==> src/rtl/decode_stage_hazard.sv <==
// Decode stage with integrated ID/EX register, bypassed register file and
// load-use bubble insertion; back-pressures fetch through out_ready.
module decode_stage_hazard #(
  parameter int unsigned XLEN        = 32,
  parameter int unsigned REG_ADDR_W  = 5,
  parameter int unsigned STALL_CNT_W = 16
) (
  input  logic                   clk,
  input  logic                   reset,
  input  logic                   in_valid,
  input  logic [31:0]            in_instruction,
  input  logic [XLEN-1:0]        in_PC,
  input  logic                   in_flush,
  input  logic                   in_ex_ready,
  input  logic                   in_write_enable,
  input  logic [REG_ADDR_W-1:0]  in_write_reg,
  input  logic [XLEN-1:0]        in_write_data,
  output logic                   out_ready,
  output logic                   out_valid,
  output logic                   out_alu_src,
  output logic                   out_mem_write,
  output logic                   out_mem_read,
  output logic                   out_branch,
  output logic                   out_mem_to_reg,
  output logic                   out_reg_write,
  output logic [2:0]             out_alu_op,
  output logic [REG_ADDR_W-1:0]  out_rs1,
  output logic [REG_ADDR_W-1:0]  out_rs2,
  output logic [REG_ADDR_W-1:0]  out_rd,
  output logic [XLEN-1:0]        out_data_a,
  output logic [XLEN-1:0]        out_data_b,
  output logic [XLEN-1:0]        out_immediate,
  output logic [XLEN-1:0]        out_PC,
  output logic [31:0]            out_instruction,
  output logic [6:0]             out_funct7,
  output logic [2:0]             out_funct3,
  output logic [6:0]             out_opcode,
  output logic [STALL_CNT_W-1:0] out_stall_count
);

  localparam int unsigned NREGS = 2 ** REG_ADDR_W;

  typedef enum logic [6:0] {
    OP_R      = 7'b0110011,
    OP_IALU   = 7'b0010011,
    OP_LOAD   = 7'b0000011,
    OP_STORE  = 7'b0100011,
    OP_BRANCH = 7'b1100011,
    OP_JALR   = 7'b1100111,
    OP_JAL    = 7'b1101111,
    OP_LUI    = 7'b0110111,
    OP_AUIPC  = 7'b0010111
  } opcode_e;

  typedef struct packed {
    logic                  valid;
    logic                  alu_src;
    logic                  mem_write;
    logic                  mem_read;
    logic                  branch;
    logic                  mem_to_reg;
    logic                  reg_write;
    logic [2:0]            alu_op;
    logic [REG_ADDR_W-1:0] rs1;
    logic [REG_ADDR_W-1:0] rs2;
    logic [REG_ADDR_W-1:0] rd;
    logic [XLEN-1:0]       data_a;
    logic [XLEN-1:0]       data_b;
    logic [XLEN-1:0]       imm;
    logic [XLEN-1:0]       pc;
    logic [31:0]           instr;
  } idex_t;

  logic [XLEN-1:0]        rf_q [NREGS];
  idex_t                  idex_q, idex_d, dec;
  logic [STALL_CNT_W-1:0] stall_cnt_q, stall_cnt_d;
  logic                   use_rs1, use_rs2, hazard;
  logic [31:0]            imm32;
  logic [31:0]            ins;

  assign ins = in_instruction;

  always_comb begin
    dec     = '0;
    use_rs1 = 1'b0;
    use_rs2 = 1'b0;
    imm32   = '0;
    hazard  = 1'b0;
    idex_d  = idex_q;
    stall_cnt_d = stall_cnt_q;

    dec.valid = 1'b1;
    dec.rs1   = REG_ADDR_W'(ins[19:15]);
    dec.rs2   = REG_ADDR_W'(ins[24:20]);
    dec.rd    = REG_ADDR_W'(ins[11:7]);
    dec.pc    = in_PC;
    dec.instr = ins;

    case (opcode_e'(ins[6:0]))
      OP_R: begin
        use_rs1 = 1'b1; use_rs2 = 1'b1;
        dec.reg_write = 1'b1; dec.alu_op = 3'b010;
      end
      OP_IALU: begin
        use_rs1 = 1'b1;
        dec.alu_src = 1'b1; dec.reg_write = 1'b1; dec.alu_op = 3'b011;
        imm32 = {{20{ins[31]}}, ins[31:20]};
      end
      OP_LOAD: begin
        use_rs1 = 1'b1;
        dec.alu_src = 1'b1; dec.mem_read = 1'b1; dec.mem_to_reg = 1'b1;
        dec.reg_write = 1'b1; dec.alu_op = 3'b000;
        imm32 = {{20{ins[31]}}, ins[31:20]};
      end
      OP_STORE: begin
        use_rs1 = 1'b1; use_rs2 = 1'b1;
        dec.alu_src = 1'b1; dec.mem_write = 1'b1; dec.alu_op = 3'b000;
        imm32 = {{20{ins[31]}}, ins[31:25], ins[11:7]};
      end
      OP_BRANCH: begin
        use_rs1 = 1'b1; use_rs2 = 1'b1;
        dec.branch = 1'b1; dec.alu_op = 3'b001;
        imm32 = {{19{ins[31]}}, ins[31], ins[7], ins[30:25], ins[11:8], 1'b0};
      end
      OP_JALR: begin
        use_rs1 = 1'b1;
        dec.alu_src = 1'b1; dec.branch = 1'b1; dec.reg_write = 1'b1; dec.alu_op = 3'b100;
        imm32 = {{20{ins[31]}}, ins[31:20]};
      end
      OP_JAL: begin
        dec.branch = 1'b1; dec.reg_write = 1'b1; dec.alu_op = 3'b100;
        imm32 = {{11{ins[31]}}, ins[31], ins[19:12], ins[20], ins[30:21], 1'b0};
      end
      OP_LUI: begin
        dec.alu_src = 1'b1; dec.reg_write = 1'b1; dec.alu_op = 3'b101;
        imm32 = {ins[31:12], 12'b0};
      end
      OP_AUIPC: begin
        dec.alu_src = 1'b1; dec.reg_write = 1'b1; dec.alu_op = 3'b110;
        imm32 = {ins[31:12], 12'b0};
      end
      default: ;
    endcase
    dec.imm = XLEN'(signed'(imm32));

    // Unused source slots carry 0; used ones see a same-cycle WB write.
    if (use_rs1 && dec.rs1 != '0)
      dec.data_a = (in_write_enable && in_write_reg == dec.rs1) ? in_write_data : rf_q[dec.rs1];
    if (use_rs2 && dec.rs2 != '0)
      dec.data_b = (in_write_enable && in_write_reg == dec.rs2) ? in_write_data : rf_q[dec.rs2];

    hazard = idex_q.valid && idex_q.mem_read && (idex_q.rd != '0) && in_valid &&
             ((use_rs1 && dec.rs1 == idex_q.rd) || (use_rs2 && dec.rs2 == idex_q.rd));

    if (in_ex_ready) begin
      if (in_flush) begin
        idex_d = '0;
      end else if (hazard) begin
        idex_d = '0;
        if (stall_cnt_q != '1) stall_cnt_d = stall_cnt_q + STALL_CNT_W'(1);
      end else if (!in_valid) begin
        idex_d = '0;
      end else begin
        idex_d = dec;
      end
    end
  end

  always_ff @(posedge clk or negedge reset) begin
    if (!reset) begin
      idex_q      <= '0;
      stall_cnt_q <= '0;
    end else begin
      idex_q      <= idex_d;
      stall_cnt_q <= stall_cnt_d;
    end
  end

  always_ff @(posedge clk or negedge reset) begin
    if (!reset) begin
      for (int unsigned i = 0; i < NREGS; i++) rf_q[i] <= '0;
    end else if (in_write_enable && in_write_reg != '0) begin
      rf_q[in_write_reg] <= in_write_data;
    end
  end

  assign out_ready       = in_ex_ready && (in_flush || !hazard);
  assign out_valid       = idex_q.valid;
  assign out_alu_src     = idex_q.alu_src;
  assign out_mem_write   = idex_q.mem_write;
  assign out_mem_read    = idex_q.mem_read;
  assign out_branch      = idex_q.branch;
  assign out_mem_to_reg  = idex_q.mem_to_reg;
  assign out_reg_write   = idex_q.reg_write;
  assign out_alu_op      = idex_q.alu_op;
  assign out_rs1         = idex_q.rs1;
  assign out_rs2         = idex_q.rs2;
  assign out_rd          = idex_q.rd;
  assign out_data_a      = idex_q.data_a;
  assign out_data_b      = idex_q.data_b;
  assign out_immediate   = idex_q.imm;
  assign out_PC          = idex_q.pc;
  assign out_instruction = idex_q.instr;
  assign out_funct7      = idex_q.instr[31:25];
  assign out_funct3      = idex_q.instr[14:12];
  assign out_opcode      = idex_q.instr[6:0];
  assign out_stall_count = stall_cnt_q;

endmodule

==> config.mk <==
export PLATFORM = sky130hd
export DESIGN_NAME = decode_stage_hazard
export DESIGN_NICKNAME = d
export VERILOG_FILES = /design/src/rtl/decode_stage_hazard.sv
export SDC_FILE = /design/constraint.sdc
export NUM_CORES = 2
export LEC_CHECK = 0
export CAP_MARGIN = 15
export CORE_MARGIN = 2
export CORE_UTILIZATION = 66
export CTS_CLUSTER_DIAMETER = 120
export DETAILED_ROUTE_END_ITERATION = 6
export GPL_ROUTABILITY_DRIVEN = 0
export PLACE_DENSITY = 0.94
export SYNTH_ARGS = -nofsm -noshare
export SYNTH_HDL_FRONTEND = slang
export SYNTH_SLANG_ARGS = --single-unit
==> constraint.sdc <==
create_clock -name clk -period 4.85 [get_ports clk]
set_input_delay 0.97 -clock clk [delete_from_list [all_inputs] [get_ports clk]]
set_output_delay 0.97 -clock clk [all_outputs]
set_load 0.005 [all_outputs]
==> impl_metrics.json <==
{
  "status": "complete, no violations",
  "nets": 4673,
  "totalPowerFinal_mw": 28.6,
  "grt_max_degree": 147,
  "overflow": 0,
  "dieArea_sq_mm": 0.0972,
  "fin_crit_ns": 4.74,
  "ctsHoldBuffers": 0,
  "fin_crit_sh_pct": 97.7,
  "power_frac_seq_pct": 46.2,
  "fp.coreArea_sq_mm": 0.0936,
  "grt_pass1_vias": 48100,
  "die_w_microns": 312,
  "initial_core_util_pct": 66.8,
  "cp_max_fo": 9,
  "cts_setup_buffers": 0,
  "synth-seq-area-share_pct": 48.4,
  "synth_top_area_cell": "dfrtp_1",
  "ir_drop_mv": 0.335,
  "synth.distinct_cells": 65,
  "clk_pin_slew_worst_paths_ns": 0.06,
  "ant_nets": 0,
  "drive_above_1_share_pct": 39.3,
  "antenna_found_initial": 16,
  "avgSynthCellArea_sq_um": 13.9,
  "ys_top_cells_by_area": "dfrtp_1 (48%), mux2_2 (19%), mux4_2 (13%)",
  "wl_per_cell_microns": 36.0,
  "drc_errors": 0,
  "required_ns": 3.88,
  "cts_tree": "done",
  "skew_ns": 0.0292,
  "clockRootBuffer": "clkbuf_16",
  "cts_buffers": 120,
  "timing.fmax_mhz": 211,
  "synth_area_sq_mm": 0.0625,
  "cts-htree-levels": 3,
  "num_io_pins": 326,
  "finalMaxSlewViolations": 0,
  "ys.flop_type": "dfrtp_1",
  "powerDensity_mw_per_mm2": 402,
  "drt-total-wl_mm": 213,
  "power.internal_mw": 20.5,
  "synthArstFlopShare_pct": 100,
  "grt_pass1_wl_mm": 314,
  "swShare_pct": 28.6,
  "grtUsageTotal_pct": 43.5,
  "max_slew_margin_pct": 13.4,
  "clock_path_buffers": 3,
  "drt-initial-drc-count": 7954,
  "timing.critical_path.from": "in_instruction[3]",
  "worstMarginPinSlew_ns": 1.30,
  "tns_ns": 0,
  "rows": 112,
  "p_comb_share_pct": 19.2,
  "ys_ff_latch": 1209,
  "cap_violations": 0,
  "vias": 46800,
  "hold_class": "input pin to async pin",
  "netlist_instances": 4491,
  "viasPerCell": 7.89,
  "die_height_microns": 312,
  "p_leak_nw": 31.1,
  "worstSetupPathType": "input pin to output port",
  "pwr-share-clk_pct": 34.5,
  "reg2reg_slack_ns": 1.34,
  "r2r-start": "out_rd[2]$_DFFE_PN0P_",
  "placed_area_sq_mm": 0.0668,
  "synth_edf_count": 0,
  "setup_viol": 0,
  "crit_path_end_kind": "output port",
  "cts.sinks": 1209,
  "place_hpwl_mm": 119,
  "final_area_sq_mm": 0.0713,
  "rsz0062_at_grt": "false",
  "clk_latency_ns": 0.75,
  "syn_to_final_growth_pct": 14.0,
  "critical_path_arrival_ns": 3.77,
  "startpoint_type": "input pin",
  "drt_first_pass_iters": 6,
  "io_buffers": 325,
  "switching_power_mw": 8.17,
  "syn_nets": 4599,
  "ys_warn_count": 0,
  "synth_top_cell_area_share_pct": 48.4,
  "cts_resized": 0,
  "fillerInstances": 4930,
  "finalHoldViolations": 0
}
## cells by family after synthesis
group | count (synthesis) | share of synthesized area (%)
XOR/XNOR | 35 | 0.490
buffers and inverters | 544 | 3.73
adder cells (fa/ha/maj) | 1 | 0.0200
flip-flops | 1209 | 48.4
AO/OA/AOI/OAI | 578 | 6.89
multiplexers | 1769 | 37.7
AND/OR/NAND/NOR | 355 | 2.75
## sequential cells by signal (all words and copies together), names as in the netlist, 3 cells and up
signal,flops
out_alu_op,3
out_PC,32
out_rd,4
rf_q,1024
out_data_b,32
out_data_a,32
out_immediate,32
out_stall_count,16
out_rs1,4
out_rs2,4
out_instruction,20
## cell usage after synthesis (4+ instances only)
library cell and number:
o211ai_1 13, mux2i_1 366, mux4_2 367, nor3_1 33, nand2_1 108, inv_1 26
nor2_1 91, xor2_1 22, o21ai_0 82, nand4_1 22, a211oi_1 24, buf_4 44
a211o_1 4, nand3_1 34, a221oi_1 35, a22oi_1 88, o32ai_2 19, o221ai_1 26
o2bb2ai_1 40, a21oi_1 75, clkbuf_1 311, mux2_2 1035, and3_1 4, a21o_1 20
a32oi_1 4, buf_2 82, nor2b_1 9, xnor2_1 13, a221o_1 8, buf_1 78
nor4_1 11, nand3b_1 8, o22ai_1 54, nor3b_1 9, a22o_1 71, nand2b_1 4
dfrtp_1 1209
## layer usage
layer  share of wire [%]  vias to the layer above  track usage [%]
li1                    -                    17200                -
met1                  32                    23500             52.1
met2                  44                     4638             64.4
met3                  14                     1409             16.0
met4                 9.2                       20             33.2
met5               0.060                        -            0.198
## layout make-up
| class | count | area, sq um | share of cell area (%) |
|---|---|---|---|
| repair buffers | 469 | 4990 | 7.00 |
| clock buffers | 182 | 3710 | 5.21 |
| flip-flops and latches | 1209 | 30300 | 42.5 |
| clock inverters | 44 | 453 | 0.636 |
| multi-input cells | 2738 | 30200 | 42.3 |
| well taps | 1254 | 1570 | 2.20 |
| diodes | 9 | 22.5 | 0.0316 |
| inverters | 27 | 106 | 0.149 |
## stage by stage
step | std cells | hold slack [ns] | utilization, % | setup slack, ns
floorplan | 4491 | 0.441 | - | 1.72
global placement | 5686 | 0.378 | 71.3 | 0.544
detailed placement | 5686 | 0.384 | 71.3 | 0.433
CTS | 5912 | 0.248 | 75.8 | 0.323
global route | 5929 | 0.231 | 76.1 | 0.0416
finish | 5932 | 0.206 | 76.1 | 0.112
## critical path: stages
cell and delay [ns]:
clkdlybuf4s50_1 0.61, nor2_1 0.34, nand4b_1 0.33, nor4b_2 0.68, nor2_1 0.13, nor2_1 0.12
nor2_1 0.07, clkdlybuf4s50_1 0.51
## final timing paths
kind                                                       end  depth (start not counted)
worst min register to register          rf_q[1010]$_DFFE_PN0P_                          0
worst min-delay path                     rf_q[580]$_DFFE_PN0P_                          1
worst max-delay path                                 out_ready                          8
worst max register to register          out_branch$_DFFE_PN0P_                          8
min in group clk                        rf_q[1010]$_DFFE_PN0P_                          0
max in group asynchronous       out_stall_count[1]$_DFFE_PN0P_                          2
## placed cells by master (no fill, tap or decap), types with 20 or more instances in the layout
cell type        count
inv_1               26
clkdlybuf4s50_1    313
a21oi_1             75
mux2_2            1035
buf_4              102
nand2_1             92
a211oi_1            24
o21ai_0             82
mux2i_1            366
a22o_1              71
o221ai_1            26
nor2_1              73
mux4_2             367
nor3_1              32
o2bb2ai_1           40
clkbuf_1            20
clkbuf_16          127
a221oi_1            35
clkinv_2            20
buf_12              35
nand3_1             33
clkbuf_8            38
a21o_1              20
xor2_1              22
dfrtp_1           1209
nand4_1             22
a22oi_1             88
o22ai_1             54
## power groups by stage
stage                     registers [mW]  clock network, mW  logic (mW)
final                               13.2               9.88        5.51
after global routing                13.3               10.3        5.75
after CTS                           13.1               9.82        5.35
after detailed placement            13.2                  0        5.18
after global placement              13.0                  0        4.92
after floorplan                     12.7                  0        3.87
Power figures use the tool's default switching activity.
